`config.mk`:
```
export PLATFORM = sky130hd
export DESIGN_NAME = sqrt_sig_sched
export DESIGN_NICKNAME = d
export VERILOG_FILES = /design/src/rtl/fp_sqrt_pkg.sv /design/src/rtl/sqrt_sigcalc.sv /design/src/rtl/sqrt_sig_sched.sv
export SDC_FILE = /design/constraint.sdc
export NUM_CORES = 1
export LEC_CHECK = 0
export BUFFER_PORTS_ARGS = -buffer_cell sky130_fd_sc_hd__buf_2
export CORE_MARGIN = 2
export CORE_UTILIZATION = 65
export CTS_BUF_LIST = sky130_fd_sc_hd__clkbuf_8
export CTS_CLUSTER_DIAMETER = 120
export CTS_CLUSTER_SIZE = 12
export DETAILED_ROUTE_END_ITERATION = 6
export GPL_ROUTABILITY_DRIVEN = 0
export HOLD_SLACK_MARGIN = 0.12
export MAX_ROUTING_LAYER = met4
export PLACE_DENSITY = 0.83
export SLEW_MARGIN = 20
export SYNTH_ARGS = -nofsm -noshare
export SYNTH_HDL_FRONTEND = slang
export SYNTH_SLANG_ARGS = --single-unit
```
`constraint.sdc`:
```
create_clock -name clk -period 211.9 [get_ports clk]
set_clock_uncertainty 0.1 [all_clocks]
set_input_delay 31.785 -clock clk [delete_from_list [all_inputs] [get_ports clk]]
set_output_delay 31.785 -clock clk [all_outputs]
set_load 0.03 [all_outputs]
```
`src/rtl/fp_sqrt_pkg.sv`:
```
// Shared types and helpers for the square-root significand path.
// Holds the issue payload (operand significand + exponent LSB), the requester
// tag type carried alongside each op, and the datapath latency helper.
package fp_sqrt_pkg;

  // Widest significand and tag the shared types can carry (binary32, 16 requesters).
  localparam int unsigned SIG_W_MAX = 23;
  localparam int unsigned TAG_W_MAX = 4;

  typedef logic [TAG_W_MAX-1:0] req_tag_t;

  typedef struct packed {
    logic [SIG_W_MAX-1:0] sig;
    logic                 exp_lsb;
  } sqrt_op_t;

  // Datapath latency in cycles: one per pipeline register.
  function automatic int unsigned sqrt_lat(input int unsigned pipe_stages);
    return pipe_stages;
  endfunction

endpackage

```
`src/rtl/sqrt_sigcalc.sv`:
```
// Significand square root datapath.
// Computes q = floor(sqrt(1.sig * 2^exp_lsb) * 2^(SIG_W+1)) and the sticky bit
// (non-zero remainder), then retimes the result through PIPE_STAGES registers.
// Ports:
//   clk, resetn      clock, async active-low reset
//   en               pipeline advance enable
//   a_sig, a_exp_lsb operand significand (no hidden bit) and exponent LSB
//   z_sig_nr         {q, sticky}: hidden + SIG_W fraction + guard + sticky, unrounded
module sqrt_sigcalc #(
  parameter int unsigned SIG_W       = 23,
  parameter int unsigned PIPE_STAGES = 0
) (
  input  logic             clk,
  input  logic             resetn,
  input  logic             en,
  input  logic [SIG_W-1:0] a_sig,
  input  logic             a_exp_lsb,
  output logic [SIG_W+2:0] z_sig_nr
);

  localparam int unsigned Q_W   = SIG_W + 2;
  localparam int unsigned RAD_W = 2 * Q_W;
  localparam int unsigned REM_W = Q_W + 2;
  localparam int unsigned Z_W   = SIG_W + 3;

  logic [RAD_W-1:0] rad;
  logic [Q_W-1:0]   root;
  logic [REM_W-1:0] rem;
  logic [REM_W-1:0] trial;
  logic [Z_W-1:0]   z_c;

  // Restoring digit-by-digit square root, one result bit per radicand bit pair.
  always_comb begin
    rad   = RAD_W'({1'b1, a_sig}) << (SIG_W + 2);
    if (a_exp_lsb) begin
      rad = rad << 1;
    end
    rem   = '0;
    root  = '0;
    trial = '0;
    for (int i = Q_W - 1; i >= 0; i--) begin
      rem   = {rem[REM_W-3:0], rad[2*i +: 2]};
      trial = {root, 2'b01};
      if (rem >= trial) begin
        rem  = rem - trial;
        root = {root[Q_W-2:0], 1'b1};
      end else begin
        root = {root[Q_W-2:0], 1'b0};
      end
    end
    z_c = {root, |rem};
  end

  generate
    if (PIPE_STAGES == 0) begin : g_comb
      assign z_sig_nr = z_c;
    end else begin : g_pipe
      logic [PIPE_STAGES-1:0][Z_W-1:0] pipe_q;
      logic [PIPE_STAGES-1:0][Z_W-1:0] pipe_d;

      // Output retiming registers.
      always_comb begin
        pipe_d = pipe_q;
        if (en) begin
          pipe_d[0] = z_c;
          for (int unsigned s = 1; s < PIPE_STAGES; s++) begin
            pipe_d[s] = pipe_q[s-1];
          end
        end
      end

      always_ff @(posedge clk or negedge resetn) begin
        if (!resetn) begin
          pipe_q <= '0;
        end else begin
          pipe_q <= pipe_d;
        end
      end

      assign z_sig_nr = pipe_q[PIPE_STAGES-1];
    end
  endgenerate

endmodule

```
`src/rtl/sqrt_sig_sched.sv`:
```
// Shares one sqrt_sigcalc datapath between NUM_REQ requesters.
// Round-robin issue, one outstanding op per requester, a valid/tag shift register
// that follows each op through the datapath, and a per-requester result buffer.
// Ports:
//   clk, resetn                  clock, async active-low reset
//   req_valid/req_ready          operand handshake; req_ready is the one-hot grant
//   req_sig/req_exp_lsb          operand significand and exponent LSB per requester
//   rsp_valid/rsp_ready/rsp_sig  result buffer handshake and {q, sticky} payload
//   busy                         any op in flight or any result buffered
module sqrt_sig_sched
  import fp_sqrt_pkg::*;
#(
  parameter int unsigned SIG_W       = 23,
  parameter int unsigned PIPE_STAGES = 0,
  parameter int unsigned NUM_REQ     = 4
) (
  input  logic                            clk,
  input  logic                            resetn,
  input  logic [NUM_REQ-1:0]              req_valid,
  output logic [NUM_REQ-1:0]              req_ready,
  input  logic [NUM_REQ-1:0][SIG_W-1:0]   req_sig,
  input  logic [NUM_REQ-1:0]              req_exp_lsb,
  output logic [NUM_REQ-1:0]              rsp_valid,
  input  logic [NUM_REQ-1:0]              rsp_ready,
  output logic [NUM_REQ-1:0][SIG_W+2:0]   rsp_sig,
  output logic                            busy
);

  localparam int unsigned LAT   = sqrt_lat(PIPE_STAGES);
  localparam int unsigned PTR_W = $clog2(NUM_REQ);
  localparam int unsigned Z_W   = SIG_W + 3;

  logic [PTR_W-1:0]              ptr_q, ptr_d;
  logic [NUM_REQ-1:0]            rsp_valid_q, rsp_valid_d;
  logic [NUM_REQ-1:0][Z_W-1:0]   rsp_sig_q, rsp_sig_d;

  logic [NUM_REQ-1:0] inflight;
  logic [NUM_REQ-1:0] pend;
  logic [NUM_REQ-1:0] eligible;
  logic [NUM_REQ-1:0] grant_c;
  logic [NUM_REQ-1:0] cap_mask;
  logic [NUM_REQ-1:0] pop_mask;
  logic [PTR_W-1:0]   grant_idx;
  logic               grant_found;
  int unsigned        best_off;
  int unsigned        off;
  sqrt_op_t           issue_op;
  logic               cap_vld;
  req_tag_t           cap_tag;
  logic [Z_W-1:0]     z_sig_nr;

  // Round-robin arbiter: closest eligible requester at or after ptr wins.
  always_comb begin
    pend        = inflight | rsp_valid_q;
    eligible    = req_valid & ~pend;
    grant_found = 1'b0;
    grant_idx   = '0;
    best_off    = NUM_REQ;
    off         = 0;
    for (int unsigned i = 0; i < NUM_REQ; i++) begin
      off = (i + NUM_REQ - 32'(ptr_q)) % NUM_REQ;
      if (eligible[i] && (off < best_off)) begin
        best_off    = off;
        grant_idx   = PTR_W'(i);
        grant_found = 1'b1;
      end
    end
    grant_c = '0;
    if (grant_found) begin
      grant_c[grant_idx] = 1'b1;
    end
    ptr_d = ptr_q;
    if (grant_found) begin
      if (32'(grant_idx) == NUM_REQ - 1) begin
        ptr_d = '0;
      end else begin
        ptr_d = grant_idx + PTR_W'(1);
      end
    end
  end

  // Grant is held off while reset is asserted so no handshake completes then.
  assign req_ready = resetn ? grant_c : '0;

  // Issue mux onto the shared datapath.
  always_comb begin
    issue_op.sig     = SIG_W_MAX'(req_sig[grant_idx]);
    issue_op.exp_lsb = req_exp_lsb[grant_idx];
  end

  sqrt_sigcalc #(
    .SIG_W       (SIG_W),
    .PIPE_STAGES (PIPE_STAGES)
  ) u_sigcalc (
    .clk       (clk),
    .resetn    (resetn),
    .en        (1'b1),
    .a_sig     (SIG_W'(issue_op.sig)),
    .a_exp_lsb (issue_op.exp_lsb),
    .z_sig_nr  (z_sig_nr)
  );

  // Valid/tag tracker aligned with the datapath; a zero-latency datapath captures directly.
  generate
    if (LAT == 0) begin : g_notrack
      assign cap_vld  = grant_found;
      assign cap_tag  = req_tag_t'(grant_idx);
      assign inflight = '0;
    end else begin : g_track
      logic [LAT-1:0]     vld_q, vld_d;
      req_tag_t [LAT-1:0] tag_q, tag_d;

      always_comb begin
        vld_d    = vld_q;
        tag_d    = tag_q;
        vld_d[0] = grant_found;
        tag_d[0] = req_tag_t'(grant_idx);
        for (int unsigned s = 1; s < LAT; s++) begin
          vld_d[s] = vld_q[s-1];
          tag_d[s] = tag_q[s-1];
        end
      end

      // Requesters with an op anywhere in the datapath.
      always_comb begin
        inflight = '0;
        for (int unsigned s = 0; s < LAT; s++) begin
          for (int unsigned i = 0; i < NUM_REQ; i++) begin
            if (vld_q[s] && (tag_q[s] == req_tag_t'(i))) begin
              inflight[i] = 1'b1;
            end
          end
        end
      end

      always_ff @(posedge clk or negedge resetn) begin
        if (!resetn) begin
          vld_q <= '0;
          tag_q <= '0;
        end else begin
          vld_q <= vld_d;
          tag_q <= tag_d;
        end
      end

      assign cap_vld = vld_q[LAT-1];
      assign cap_tag = tag_q[LAT-1];
    end
  endgenerate

  // Result buffers: capture completing op into its owner's slot, clear on pop.
  always_comb begin
    rsp_sig_d = rsp_sig_q;
    cap_mask  = '0;
    pop_mask  = rsp_valid_q & rsp_ready;
    for (int unsigned i = 0; i < NUM_REQ; i++) begin
      if (cap_vld && (cap_tag == req_tag_t'(i))) begin
        cap_mask[i]  = 1'b1;
        rsp_sig_d[i] = z_sig_nr;
      end
    end
    rsp_valid_d = (rsp_valid_q & ~pop_mask) | cap_mask;
  end

  always_ff @(posedge clk or negedge resetn) begin
    if (!resetn) begin
      ptr_q       <= '0;
      rsp_valid_q <= '0;
      rsp_sig_q   <= '0;
    end else begin
      ptr_q       <= ptr_d;
      rsp_valid_q <= rsp_valid_d;
      rsp_sig_q   <= rsp_sig_d;
    end
  end

  assign rsp_valid = rsp_valid_q;
  assign rsp_sig   = rsp_sig_q;
  assign busy      = (|inflight) | (|rsp_valid_q);

  // A slot being filled can never be popped in the same cycle.
  assert property (@(posedge clk) disable iff (!resetn) ((cap_mask & pop_mask) == '0));

endmodule

```
==> reports/metrics.yaml, run 1 <==
drc_errors: 3
syn_inst: 4211
start_kind: "input port"
clk_pin_slew_worst_paths_ns: 0.13
synth_edf_count: 0
cts_resized: 0
regToRegStartpoint: "rsp_valid[0]"
insertion_delay_ns: 0.42
fmax_ghz: 0.00918
avgSynthCellArea_um2: 7.26
vias: 33700
hp-class: "register to register"
first_pass_iters: 7
drt-total-wl_mm: 96.7
arrival_ns: 109.14
hold_viol_final: 0
postCtsSetupBuffers: 0
violations: "design-rule violations"
numCtsBuffers: 9
ant_nets: 0
status: "finished, violations left"
cp-end-kind: "register"
start_util_pct: 65.8
core_area_mm2: 0.0465
drtIter0Drc: 3493
synthTopCellsByCount: "446 x a21oi_1, 424 x nand2_1, 363 x nor2_1"
timing.critical_path.mode_cell: "a21oi_1"
cp.required_ns: 212.12
root_buffer: "clkbuf_8"
synth_flop_cell: "dfrtp_1"
max_cap_violations: 0
cp-startpoint: "req_valid[1]"
gr-total-overflow: 0
grt_max_degree: 69
async_flop_share_pct: 100
worstPathMaxFanout: 42
fin_nets: 4760
yosysSeqAreaShare_pct: 9.00
setup_viol: 0
fp.dieW_um: 221
insertedDiodeCount: 0
hold_start: "rsp_sig[87]"
routedWlPerCell_um: 19.6
portBuffers: 218
setup_tns_ns: 0
layout-area-overhead-vs-synth_pct: 4.29
grt_use_total_pct: 38.7
viasPerCell: 6.81
yosysTopAreaCellShare_pct: 13.1
maxSlewViolCount: 0
drive_above_1_share_pct: 13.3
fillers: 4087
synth_largest_area_cell: "ha_1"
cts.sinks: 110
rows: 79
yosys-top-cells-area: "ha_1 13%, dfrtp_1 9.0%, a21oi_1 7.3%"
antenna_found_initial: 0
synth.most_common_cell: "a21oi_1"
path_class: "input port to register"
grt_pass1_wl_mm: 156
tightest_slew_ns: 1.11
slowest_delay_ns: 0.97
die_y_um: 221
cts_hold_buf: 0
syn_area_mm2: 0.0306
cts_tree: "built"
dp_hpwl_mm: 76.6
yosys_warnings: 0
grt_pass1_vias: 30800
io_pins: 219
rsz0062_at_grt: "false"
cp_slowest_cell: "inv_2"
slew_headroom_pct: 26.0
synth_cell_type_count: 189
die_area_mm2: 0.0488
htree_num_levels: 3
synth_seq_cells: 110
ctsLongestPathBuffers: 2
fin_crit_ns: 108.92
period_share_pct: 51.4
## area by class of cell
type                    count  area (um^2)  area share [%]
well taps                 607          759            2.38
inverters                 215          845            2.65
repair buffers            238         1240            3.90
clock buffers               9          124           0.388
clock inverters             7         80.1           0.251
flip-flops and latches    110         2750            8.63
multi-input cells        3758        26100            81.8
## routing by layer
metal	global-route usage [%]	part of all wire, %
met1	50.7	42
met2	60.5	44
met3	5.22	9.2
met4	14.7	4.4
met5	-	0
## path summary, 6_finish.rpt
path                       slack (ns)           end  cells after the start
min reg2reg                      0.39   rsp_sig[87]                      2
min in group asynchronous       31.23  rsp_valid[3]                      1
max reg2reg                    133.96   rsp_sig[26]                    323
max                            102.98   rsp_sig[26]                    324
max in group asynchronous      179.22   rsp_sig[15]                      2
min                              0.39   rsp_sig[87]                      2
## critical path: cells and delay by family
kind	cells	cell delay [ns]
AOI/OAI and AO/OA	150	30.05
xor gates and xnor gates	1	0.16
adders and majority gates	26	8.41
buffers and inverters	28	10.20
muxes	7	2.53
and+or+nand+nor	112	25.68
## registers in the layout (all words and copies together), names as in the netlist
name / count
rsp_sig: 104
rsp_valid: 4
ptr_q: 2
## through the flow
step	cells	hold WS (ns)	worst slack (ns)	util (%)	instance area, um^2
3_5_place_dp	4928	0.365	104.51	68.2	31700
2_1_floorplan	4229	0.479	110.70	-	30600
5_1_grt	4944	0.414	97.36	68.6	31900
4_1_cts	4944	0.392	104.75	68.6	31900
3_3_place_gp	4928	0.346	106.80	68.2	31700
6_report	4944	0.387	102.98	68.6	31900
## cells in the final DEF (no fill, tap or decap), types with 39 or more instances in the layout
cell type	Yosys	final
nor3_1	94	93
xnor2_1	216	216
nand2b_1	43	43
or3_1	44	44
a21o_1	134	134
inv_1	193	193
o21ai_0	285	285
mux2i_1	46	46
xor2_1	79	79
dfrtp_1	110	110
nand4_1	59	59
mux2_2	46	46
buf_2	12	217
nor2_1	363	363
o21a_1	47	47
o21ai_1	40	40
ha_1	321	321
nand2_1	424	423
and2_1	41	41
o21bai_1	113	113
a21oi_1	446	445
nand3_1	92	92
a31oi_1	39	39
## cells by family after synthesis
logic type | synth area share (%)
flip-flops | 9.00
AND/OR/NAND/NOR | 24.6
AO/OA/AOI/OAI | 35.0
XOR/XNOR | 8.68
buffers and inverters | 5.97
multiplexers | 3.47
adder cells (fa/ha/maj) | 13.2
other | 0.0246
Power of run 1 is left out: the tool's default activity adds up to more than one toggle a clock period on the data nets, which glitch-free logic cannot reach.
==> inputs of run 2 (changes only) <==
--- a/config.mk
+++ b/config.mk
@@ -7,7 +7,7 @@
 export LEC_CHECK = 0
 export BUFFER_PORTS_ARGS = -buffer_cell sky130_fd_sc_hd__buf_2
 export CORE_MARGIN = 2
-export CORE_UTILIZATION = 65
+export CORE_UTILIZATION = 58
 export CTS_BUF_LIST = sky130_fd_sc_hd__clkbuf_8
 export CTS_CLUSTER_DIAMETER = 120
 export CTS_CLUSTER_SIZE = 12
@@ -15,7 +15,7 @@
 export GPL_ROUTABILITY_DRIVEN = 0
 export HOLD_SLACK_MARGIN = 0.12
 export MAX_ROUTING_LAYER = met4
-export PLACE_DENSITY = 0.83
+export PLACE_DENSITY = 0.78
 export SLEW_MARGIN = 20
 export SYNTH_ARGS = -nofsm -noshare
 export SYNTH_HDL_FRONTEND = slang
==> constraint.sdc (replaced) <==
create_clock -name clk -period 96.4 [get_ports clk]
set_clock_uncertainty 0.1 [all_clocks]
set_input_delay 14.46 -clock clk [delete_from_list [all_inputs] [get_ports clk]]
set_output_delay 14.46 -clock clk [all_outputs]
set_load 0.03 [all_outputs]
==> run 2 against run 1 <==
  * The run now ends clean
  * Setup slack lost 97 ns
  * Clock-buffer cell count is the same
  * Sequential cell count is the same
  * Core utilization shrank 7.5 points
==> reports/metrics.yaml, run 2 (synthesis gave the netlist of run 1 again) <==
period_share_pct: 93.5
dp_hpwl_mm: 77.5
rsz0062_at_grt: "false"
cp_slowest_cell: "or3_1"
fmax_ghz: 0.0111
grt_pass1_wl_mm: 157
drtIter0Drc: 3619
clk_pin_slew_worst_paths_ns: 0.12
grt_use_total_pct: 35.8
rows: 84
hp-class: "register to register"
cp.required_ns: 96.61
hold_viol_final: 0
arrival_ns: 90.39
cp-end-kind: "register"
fin_nets: 4761
regToRegStartpoint: "rsp_valid[0]"
slew_headroom_pct: 26.1
layout-area-overhead-vs-synth_pct: 4.70
fp.dieW_um: 234
cts_resized: 0
cts_hold_buf: 0
fin_crit_ns: 90.18
postCtsSetupBuffers: 0
critical-path-top-delay-family: "compound AO/OA/AOI/OAI gates"
ant_nets: 0
tightest_slew_ns: 1.11
r2r_setup_slack_ns: 19.86
first_pass_iters: 7
drive_above_1_share_pct: 13.4
htree_num_levels: 3
gr-total-overflow: 0
timing.critical_path.mode_cell: "a21oi_1"
setup_tns_ns: 0
cts.sinks: 110
grt_max_degree: 68
start_kind: "input port"
maxSlewViolCount: 0
slowest_delay_ns: 0.81
drt-total-wl_mm: 98.9
core_area_mm2: 0.0523
fillers: 4868
ctsLongestPathBuffers: 2
cp-startpoint: "req_valid[1]"
reg2reg_depth: 320
io_pins: 219
path_class: "input port to register"
cp_num_cells: 321
cts_tree: "built"
max_cap_violations: 0
endpoint: "rsp_sig[78]"
insertion_delay_ns: 0.42
largest_reg_flops: 104
final_common_cell: "a21oi_1"
start_util_pct: 58.4
root_buffer: "clkbuf_8"
die_y_um: 234
worstPathMaxFanout: 42
drc_errors: 0
antenna_found_initial: 0
portBuffers: 218
layout_common_cells: "445 x a21oi_1, 421 x nand2_1, 363 x nor2_1"
numCtsBuffers: 9
insertedDiodeCount: 0
status: "finished, final reports clean"
routedWlPerCell_um: 19.7
setup_viol: 0
viasPerCell: 6.66
grt_pass1_vias: 30500
reg2reg_to: "rsp_sig[78]"
cp_num_buf_inv: 28
die_area_mm2: 0.0546
vias: 33500
==> run 2: worst register-to-register path, delay by kind of cell (launching register included) <==
family	cells	cell delay, ns
AOI/OAI and AO/OA	155	32.16
xor gates and xnor gates	2	0.29
adders and majority gates	27	8.77
buffers and inverters	27	9.44
DFF	1	0.46
muxes	6	2.23
and+or+nand+nor	103	22.95
==> run 2: cell type report <==
cell class | instances | area [um^2] | area share (%)
Timing Repair Buffer | 239 | 1250 | 3.91
Clock buffer | 9 | 124 | 0.387
Inverter | 215 | 845 | 2.64
Multi-Input combinational cell | 3758 | 26100 | 81.5
Sequential cell | 110 | 2750 | 8.60
Tap cell | 688 | 861 | 2.69
Clock inverter | 7 | 91.3 | 0.285
==> run 2: metal layers <==
metal / global-route usage, % / part of all wire, % / up-vias
li1: - / - / 15900
met1: 46.7 / 43 / 15500
met2: 56.8 / 44 / 1780
met3: 3.82 / 9.1 / 337
met4: 13.8 / 4.2 / 0
met5: - / 0 / -
==> run 2: stage by stage <==
step	instances	worst slack (ns)	area, um^2	hold slack [ns]	utilization, %
final	5026	6.22	32000	0.385	61.2
after detailed placement	5010	7.74	31800	0.354	60.7
after CTS	5026	7.93	32000	0.392	61.2
after floorplan	4229	12.53	30600	0.479	-
after global routing	5026	1.01	32000	0.414	61.2
after global placement	5010	9.65	31800	0.345	60.7
==> run 2: worst min path at each step <==
stage / from / end / cells after the start / slack (ns)
floorplan: ptr_q[0] / ptr_q[0] / 3 / 0.48
global placement: rsp_sig[51] / rsp_sig[51] / 1 / 0.34
detailed placement: rsp_sig[51] / rsp_sig[51] / 1 / 0.35
CTS: rsp_sig[86] / rsp_sig[86] / 2 / 0.39
global route: rsp_sig[71] / rsp_sig[71] / 2 / 0.41
finish: rsp_sig[86] / rsp_sig[86] / 2 / 0.39
Power of run 2 is left out for the same reason.
